$ cat config.mk
export PLATFORM = sky130hd
export DESIGN_NAME = mips_bus_bridge_flat
export DESIGN_NICKNAME = d
export VERILOG_FILES = /design/src/rtl/mips_bus_bridge_if.sv /design/src/rtl/mips_bus_bridge.sv /design/src/flat_wrapper.sv
export SDC_FILE = /design/constraint.sdc
export NUM_CORES = 1
export LEC_CHECK = 0
export ABC_AREA = 1
export CAP_MARGIN = 20
export CORE_AREA = 8 8 149 151
export DETAILED_ROUTE_END_ITERATION = 10
export DIE_AREA = 0 0 157 159
export PLACE_DENSITY = 0.67
export SETUP_SLACK_MARGIN = 0.2
export SYNTH_ARGS = -nofsm -noshare
export SYNTH_HDL_FRONTEND = slang
export SYNTH_SLANG_ARGS = --single-unit
$ cat constraint.sdc
create_clock -name clk -period 1.5 [get_ports clk]
set_clock_uncertainty 0.15 [all_clocks]
set_input_delay 0.15 -clock clk [delete_from_list [all_inputs] [get_ports clk]]
set_output_delay 0.15 -clock clk [all_outputs]
set_load 0.005 [all_outputs]
$ cat src/rtl/mips_bus_bridge_if.sv
// Bus bundle between mips_core, the data RAM and the peripheral channels.
// The bridge takes the slave view; the core/RAM/peripheral side takes the master view.
interface mips_bus_bridge_if #(
  parameter int DATA_W   = 32,
  parameter int ADDR_W   = 32,
  parameter int N_PERIPH = 4
);
  logic                       mem_ren;
  logic                       mem_wen;
  logic [ADDR_W-1:0]          mem_addr;
  logic [DATA_W-1:0]          mem_dout;
  logic [DATA_W-1:0]          mem_din;
  logic                       mem_stall;
  logic                       ram_we;
  logic [ADDR_W-1:0]          ram_addr;
  logic [DATA_W-1:0]          ram_din;
  logic [DATA_W-1:0]          ram_dout;
  logic [N_PERIPH-1:0]        per_req;
  logic                       per_we;
  logic [ADDR_W-1:0]          per_addr;
  logic [DATA_W-1:0]          per_wdata;
  logic [N_PERIPH*DATA_W-1:0] per_rdata;
  logic [N_PERIPH-1:0]        per_ack;
  logic                       err_clr;
  logic                       bus_err;

  modport slave (
    input  mem_ren, mem_wen, mem_addr, mem_dout, ram_dout, per_rdata, per_ack, err_clr,
    output mem_din, mem_stall, ram_we, ram_addr, ram_din, per_req, per_we, per_addr,
           per_wdata, bus_err
  );

  modport master (
    output mem_ren, mem_wen, mem_addr, mem_dout, ram_dout, per_rdata, per_ack, err_clr,
    input  mem_din, mem_stall, ram_we, ram_addr, ram_din, per_req, per_we, per_addr,
           per_wdata, bus_err
  );
endinterface

$ cat src/rtl/mips_bus_bridge.sv
// Data-side interconnect: routes core accesses to the data RAM or N_PERIPH req/ack channels.
// Optional bus watchdog enabled by defining BUS_TIMEOUT_EN.
module mips_bus_bridge #(
  parameter int              DATA_W      = 32,
  parameter int              ADDR_W      = 32,
  parameter int              N_PERIPH    = 4,
  parameter int              CH_LSB      = 12,
  parameter int              TIMEOUT_CYC = 255,
  parameter logic [DATA_W-1:0] ERR_DATA  = 32'hDEAD_BEEF
) (
  input  logic              clk,
  input  logic              rst,
  mips_bus_bridge_if.slave  bus
);
  localparam int CH_W = (N_PERIPH > 1) ? $clog2(N_PERIPH) : 1;

  typedef enum logic [1:0] {IDLE, RAM_RD, PER_WAIT, DONE} state_t;

  state_t              state_q, state_d;
  logic [CH_W-1:0]     ch_q, ch_d;
  logic [ADDR_W-1:0]   addr_q, addr_d;
  logic [DATA_W-1:0]   wdata_q, wdata_d;
  logic                we_q, we_d;
  logic [DATA_W-1:0]   rdata_q, rdata_d;
  logic                bus_err_q, bus_err_d;

  logic                access, per_space, unmapped, timeout;
  logic [7:0]          ch_field;
  logic [DATA_W-1:0]   ch_rdata [N_PERIPH];

  // E/F top nibble both share the pattern 3'b111 in the top three bits.
  assign access    = bus.mem_ren | bus.mem_wen;
  assign per_space = (bus.mem_addr[ADDR_W-1 -: 3] == 3'b111);
  assign ch_field  = bus.mem_addr[CH_LSB +: 8];
  // Below N_PERIPH implies both a legal index and zero bits above the index field.
  assign unmapped  = (int'(ch_field) >= N_PERIPH);

  genvar gi;
  generate
    for (gi = 0; gi < N_PERIPH; gi++) begin : g_ch
      assign ch_rdata[gi]    = bus.per_rdata[gi*DATA_W +: DATA_W];
      assign bus.per_req[gi] = (state_q == PER_WAIT) && (ch_q == CH_W'(gi));
    end
  endgenerate

`ifdef BUS_TIMEOUT_EN
  localparam int CNT_W = $clog2(TIMEOUT_CYC + 1);
  logic [CNT_W-1:0] cnt_q, cnt_d;

  // Counter is zero whenever PER_WAIT is entered, so the limit counts PER_WAIT cycles.
  always_comb begin
    cnt_d = '0;
    if (state_q == PER_WAIT) cnt_d = cnt_q + 1'b1;
  end

  always_ff @(posedge clk) begin
    if (rst) cnt_q <= '0;
    else     cnt_q <= cnt_d;
  end

  assign timeout = (cnt_q == CNT_W'(TIMEOUT_CYC - 1));
`else
  assign timeout = 1'b0;
`endif

  always_comb begin
    state_d       = state_q;
    ch_d          = ch_q;
    addr_d        = addr_q;
    wdata_d       = wdata_q;
    we_d          = we_q;
    rdata_d       = rdata_q;
    bus_err_d     = bus_err_q;
    bus.mem_stall = 1'b0;
    bus.ram_we    = 1'b0;
    bus.mem_din   = '0;
    if (bus.err_clr) bus_err_d = 1'b0;
    case (state_q)
      IDLE: begin
        if (access) begin
          if (!per_space) begin
            if (bus.mem_wen) begin
              bus.ram_we = 1'b1;
            end else begin
              bus.mem_stall = 1'b1;
              state_d       = RAM_RD;
            end
          end else begin
            bus.mem_stall = 1'b1;
            if (unmapped) begin
              bus_err_d = 1'b1;
              rdata_d   = ERR_DATA;
              state_d   = DONE;
            end else begin
              ch_d    = ch_field[CH_W-1:0];
              addr_d  = bus.mem_addr;
              wdata_d = bus.mem_dout;
              we_d    = bus.mem_wen;
              state_d = PER_WAIT;
            end
          end
        end
      end
      RAM_RD: begin
        bus.mem_din = bus.ram_dout;
        state_d     = IDLE;
      end
      PER_WAIT: begin
        bus.mem_stall = 1'b1;
        if (bus.per_ack[ch_q]) begin
          rdata_d = ch_rdata[ch_q];
          state_d = DONE;
        end else if (timeout) begin
          bus_err_d = 1'b1;
          rdata_d   = ERR_DATA;
          state_d   = DONE;
        end
      end
      DONE: begin
        bus.mem_din = rdata_q;
        state_d     = IDLE;
      end
      default: state_d = IDLE;
    endcase
  end

  always_ff @(posedge clk) begin
    if (rst) begin
      state_q   <= IDLE;
      ch_q      <= '0;
      addr_q    <= '0;
      wdata_q   <= '0;
      we_q      <= 1'b0;
      rdata_q   <= '0;
      bus_err_q <= 1'b0;
    end else begin
      state_q   <= state_d;
      ch_q      <= ch_d;
      addr_q    <= addr_d;
      wdata_q   <= wdata_d;
      we_q      <= we_d;
      rdata_q   <= rdata_d;
      bus_err_q <= bus_err_d;
    end
  end

  assign bus.ram_addr  = {2'b00, bus.mem_addr[ADDR_W-1:2]};
  assign bus.ram_din   = bus.mem_dout;
  assign bus.per_we    = (state_q == PER_WAIT) && we_q;
  assign bus.per_addr  = addr_q;
  assign bus.per_wdata = wdata_q;
  assign bus.bus_err   = bus_err_q;
endmodule

$ cat src/flat_wrapper.sv
// flat-port wrapper written by rule: the top's interface ports become plain ports
module mips_bus_bridge_flat 
#(
  parameter int              DATA_W      = 32,
  parameter int              ADDR_W      = 32,
  parameter int              N_PERIPH    = 4,
  parameter int              CH_LSB      = 12,
  parameter int              TIMEOUT_CYC = 255,
  parameter logic [DATA_W-1:0] ERR_DATA  = 32'hDEAD_BEEF
)
  (clk, rst, bus_mem_ren, bus_mem_wen, bus_mem_addr, bus_mem_dout, bus_ram_dout, bus_per_rdata, bus_per_ack, bus_err_clr, bus_mem_din, bus_mem_stall, bus_ram_we, bus_ram_addr, bus_ram_din, bus_per_req, bus_per_we, bus_per_addr, bus_per_wdata, bus_bus_err);
  mips_bus_bridge_if #(.DATA_W(DATA_W), .ADDR_W(ADDR_W), .N_PERIPH(N_PERIPH)) bus_i ();
  input  logic clk;
  input  logic rst;
  input wire logic [$bits(bus_i.mem_ren)-1:0] bus_mem_ren;
  input wire logic [$bits(bus_i.mem_wen)-1:0] bus_mem_wen;
  input wire logic [$bits(bus_i.mem_addr)-1:0] bus_mem_addr;
  input wire logic [$bits(bus_i.mem_dout)-1:0] bus_mem_dout;
  input wire logic [$bits(bus_i.ram_dout)-1:0] bus_ram_dout;
  input wire logic [$bits(bus_i.per_rdata)-1:0] bus_per_rdata;
  input wire logic [$bits(bus_i.per_ack)-1:0] bus_per_ack;
  input wire logic [$bits(bus_i.err_clr)-1:0] bus_err_clr;
  output wire logic [$bits(bus_i.mem_din)-1:0] bus_mem_din;
  output wire logic [$bits(bus_i.mem_stall)-1:0] bus_mem_stall;
  output wire logic [$bits(bus_i.ram_we)-1:0] bus_ram_we;
  output wire logic [$bits(bus_i.ram_addr)-1:0] bus_ram_addr;
  output wire logic [$bits(bus_i.ram_din)-1:0] bus_ram_din;
  output wire logic [$bits(bus_i.per_req)-1:0] bus_per_req;
  output wire logic [$bits(bus_i.per_we)-1:0] bus_per_we;
  output wire logic [$bits(bus_i.per_addr)-1:0] bus_per_addr;
  output wire logic [$bits(bus_i.per_wdata)-1:0] bus_per_wdata;
  output wire logic [$bits(bus_i.bus_err)-1:0] bus_bus_err;
  assign bus_i.mem_ren = bus_mem_ren;
  assign bus_i.mem_wen = bus_mem_wen;
  assign bus_i.mem_addr = bus_mem_addr;
  assign bus_i.mem_dout = bus_mem_dout;
  assign bus_i.ram_dout = bus_ram_dout;
  assign bus_i.per_rdata = bus_per_rdata;
  assign bus_i.per_ack = bus_per_ack;
  assign bus_i.err_clr = bus_err_clr;
  assign bus_mem_din = bus_i.mem_din;
  assign bus_mem_stall = bus_i.mem_stall;
  assign bus_ram_we = bus_i.ram_we;
  assign bus_ram_addr = bus_i.ram_addr;
  assign bus_ram_din = bus_i.ram_din;
  assign bus_per_req = bus_i.per_req;
  assign bus_per_we = bus_i.per_we;
  assign bus_per_addr = bus_i.per_addr;
  assign bus_per_wdata = bus_i.per_wdata;
  assign bus_bus_err = bus_i.bus_err;
  mips_bus_bridge #(.DATA_W(DATA_W), .ADDR_W(ADDR_W), .N_PERIPH(N_PERIPH), .CH_LSB(CH_LSB), .TIMEOUT_CYC(TIMEOUT_CYC), .ERR_DATA(ERR_DATA)) u_core (.clk(clk), .rst(rst), .bus(bus_i));
endmodule
==> flow_summary.yaml <==
run_status:
  status: "finished with violations"
  violations: "negative setup slack"
global_routing:
  grt_overflow_total: 0
  grt.total_usage_pct: 22.5
  grt_pass1_wl_mm: 43.3
  antenna_found_initial: 0
  grt_max_degree: 53
  first_global_vias: 7541
route:
  post_drt_wl_per_cell_um: 19.8
  viasPerCell: 4.70
  ant_nets: 0
  drt_iter0_markers: 388
  num_vias: 7430
  drt-total-wl_mm: 31.4
  drcViolationCount: 0
  first_pass_iters: 4
timing:
  grt_setup_unrepaired: "yes"
  finalHoldViolCount: 0
  slew_viol_final: 0
  fin_ws_ps: -272
  whs_ps: 126
  fin_crit_ps: 1770
  finalCritPeriodShare_pct: 118
  finalSetupViolCount: 136
  max_freq_ghz: 0.564
yosys:
  synth_seq_area_share_pct: 36.0
  ys_warn_count: 0
  synth_cell_types: 24
  syn_area_per_cell_um2: 6.29
  syn_area_um2: 5560
  ys_ff_latch: 100
  netlist_instances: 884
critical_path:
  crit_top_cell: "buf_6"
  criticalPathCategory: "reg -> reg"
  worstRegToRegCells: 11
  worstPathMaxFanout: 7
  path_cells: "buf_6 -> nor2_4 -> buf_6 -> buf_6 -> nand3_4 -> nand3_4 -> buf_12 -> clkbuf_16 -> nand2_2 -> nand2_1 -> nor2_1"
  cp.arrival_ps: 1860
  slowest_stage: "dfxtp_4"
  required_ps: 1590
  slowest_delay_ps: 380
  startpoint_type: "flop"
  critPathCaptureType: "flop"
floorplanning:
  floorplan.initialDensity_pct: 28.0
  die_w_um: 157
  die_height_um: 159
  rows: 52
  dieArea_um2: 25000
  ioPinCount: 401
  core-area_um2: 19800
clock_network:
  cts_tree: "yes"
  clk_latency_ps: 350
  clk_pin_slew_ps: 80
  cts_htree_levels: 3
  clock_tree.buffer_depth: 2
  cts-root-buf: "clkbuf_16"
  cts.sinks: 100
  numCtsBuffers: 9
place:
  globalplace.congestion: 0.934
  dpl-instance-area_um2: 9980
  dp_worst_setup_slack_ps: -529
  dp_hpwl_mm: 21.8
  port_buffers: 398
cells_and_area:
  final_common_cell: "clkdlybuf4s50_1"
  drive_gt1_share_pct: 28.7
  syn2layout_area_growth_pct: 119
  final_nets: 1540
  seqCellArea_um2: 2030
  diodes: 0
  layout_common_cells: "clkdlybuf4s50_1, nand2_1, nor2_1"
  final_cell_area_um2: 12200
  nFillCells: 1692
  multi_input_area_um2: 3410
worst_hold_path:
  hold_class: "in -> reg"
  hold_path_depth: 5
power:
  p_per_area_nw_per_um2: 594
  p_leak_uw: 0.00635
  vdd_drop_max_mv: 0.501
job:
  maxCapViolCount: 0
critical path: cells and delay by family, from the launching register on:
family                 cells  cell delay (ps)
DFF                        1              380
buffers and inverters      5              630
and+or+nand+nor            6              480
synth_stat cells:
cell type  count  area (µm²)
nand3_2        1        10.0
nand2_1      216         811
nand2_4        1        11.3
clkbuf_1      35         131
nand3b_1       1        7.51
inv_1         45         169
clkinv_1       1        3.75
nor2_2         6        37.5
nand3_1       55         275
o21ai_1        3        15.0
conb_1         1        3.75
buf_2         14        70.1
buf_4         66         495
nor2_4         1        11.3
inv_2          4        15.0
nor2_1       185         694
buf_6          3        33.8
a21oi_1       26         130
dfxtp_1      100        2000
nor3_1         4        20.0
a22oi_1        4        30.0
buf_1          3        11.3
o21ai_0       86         430
nand4_1       23         144
area by class of cell:
type | instances | area share [%]
inverters | 50 | 1.75
multi-input cells | 614 | 28.1
clock buffers | 9 | 1.85
well taps | 270 | 2.78
clock inverters | 7 | 0.659
flip-flops and latches | 100 | 16.7
repair inverters | 1 | 0.0926
repair buffers | 531 | 48.1
registers in the layout, summed over array words and instances, names as in the netlist:
register	count
u_core.rdata_q	32
u_core.bus.per_wdata	32
u_core.bus.per_addr	32
u_core.we_q	1
u_core.state_q	2
u_core.bus.bus_err	1
layer usage:
metal / track usage (%) / up-vias / part of all wire (%) / routed length (µm)
li1: - / 3589 / - / -
met3: 7.46 / 52 / 9.0 / 2820
met5: 0 / - / 0 / 0
met2: 42.4 / 348 / 53 / 16500
met4: 7.74 / 0 / 3.2 / 1020
met1: 22.5 / 3441 / 35 / 11000
repair_timing:
action | CTS | global route
hold buffers | 0 | 1
resized for setup | 296 | 342
hold endpoints to repair | 0 | 1
pin swaps | 7 | 71
buffers inserted | 18 | 11
cloned | 14 | 9
setup endpoints to repair | 264 | 263
power breakdown:
group / total [µW] / leakage, µW / switching [µW] / internal, µW
Clock: 2400 / 0.000146 / 1210 / 1190
Sequential: 2760 / 0.000816 / 30.9 / 2730
Combinational: 2060 / 0.00539 / 860 / 1200
final timing paths:
check	start	endpoint	slack, ps
setup / recovery	u_core.state_q[0]	u_core.rdata_q[3]	-270
hold reg to reg	u_core.bus.per_addr[19]	u_core.bus.per_addr[19]	300
setup reg to reg	u_core.state_q[0]	u_core.rdata_q[3]	-270
hold / removal	bus_mem_addr[29]	u_core.state_q[1]	130
stage by stage:
step                      setup TNS (ps)  utilization, %  instances  total power (µW)
after CTS                         -26330            55.0       1561              7110
after floorplan                        0               -        885              3420
final                             -24980            61.3       1582              7220
after detailed placement          -56990            50.3       1513              4560
after global routing              -36420            61.3       1582              7570
after global placement            -51670            50.3       1513              4560
kinds of logic after synthesis:
family	Yosys count	synth area share, %
AOI/OAI and AO/OA	119	10.9
buffers and inverters	171	16.7
DFF	100	36.0
other	1	0.0674
and+or+nand+nor	493	36.3
Note: power is estimated with default switching activity, not from simulation.
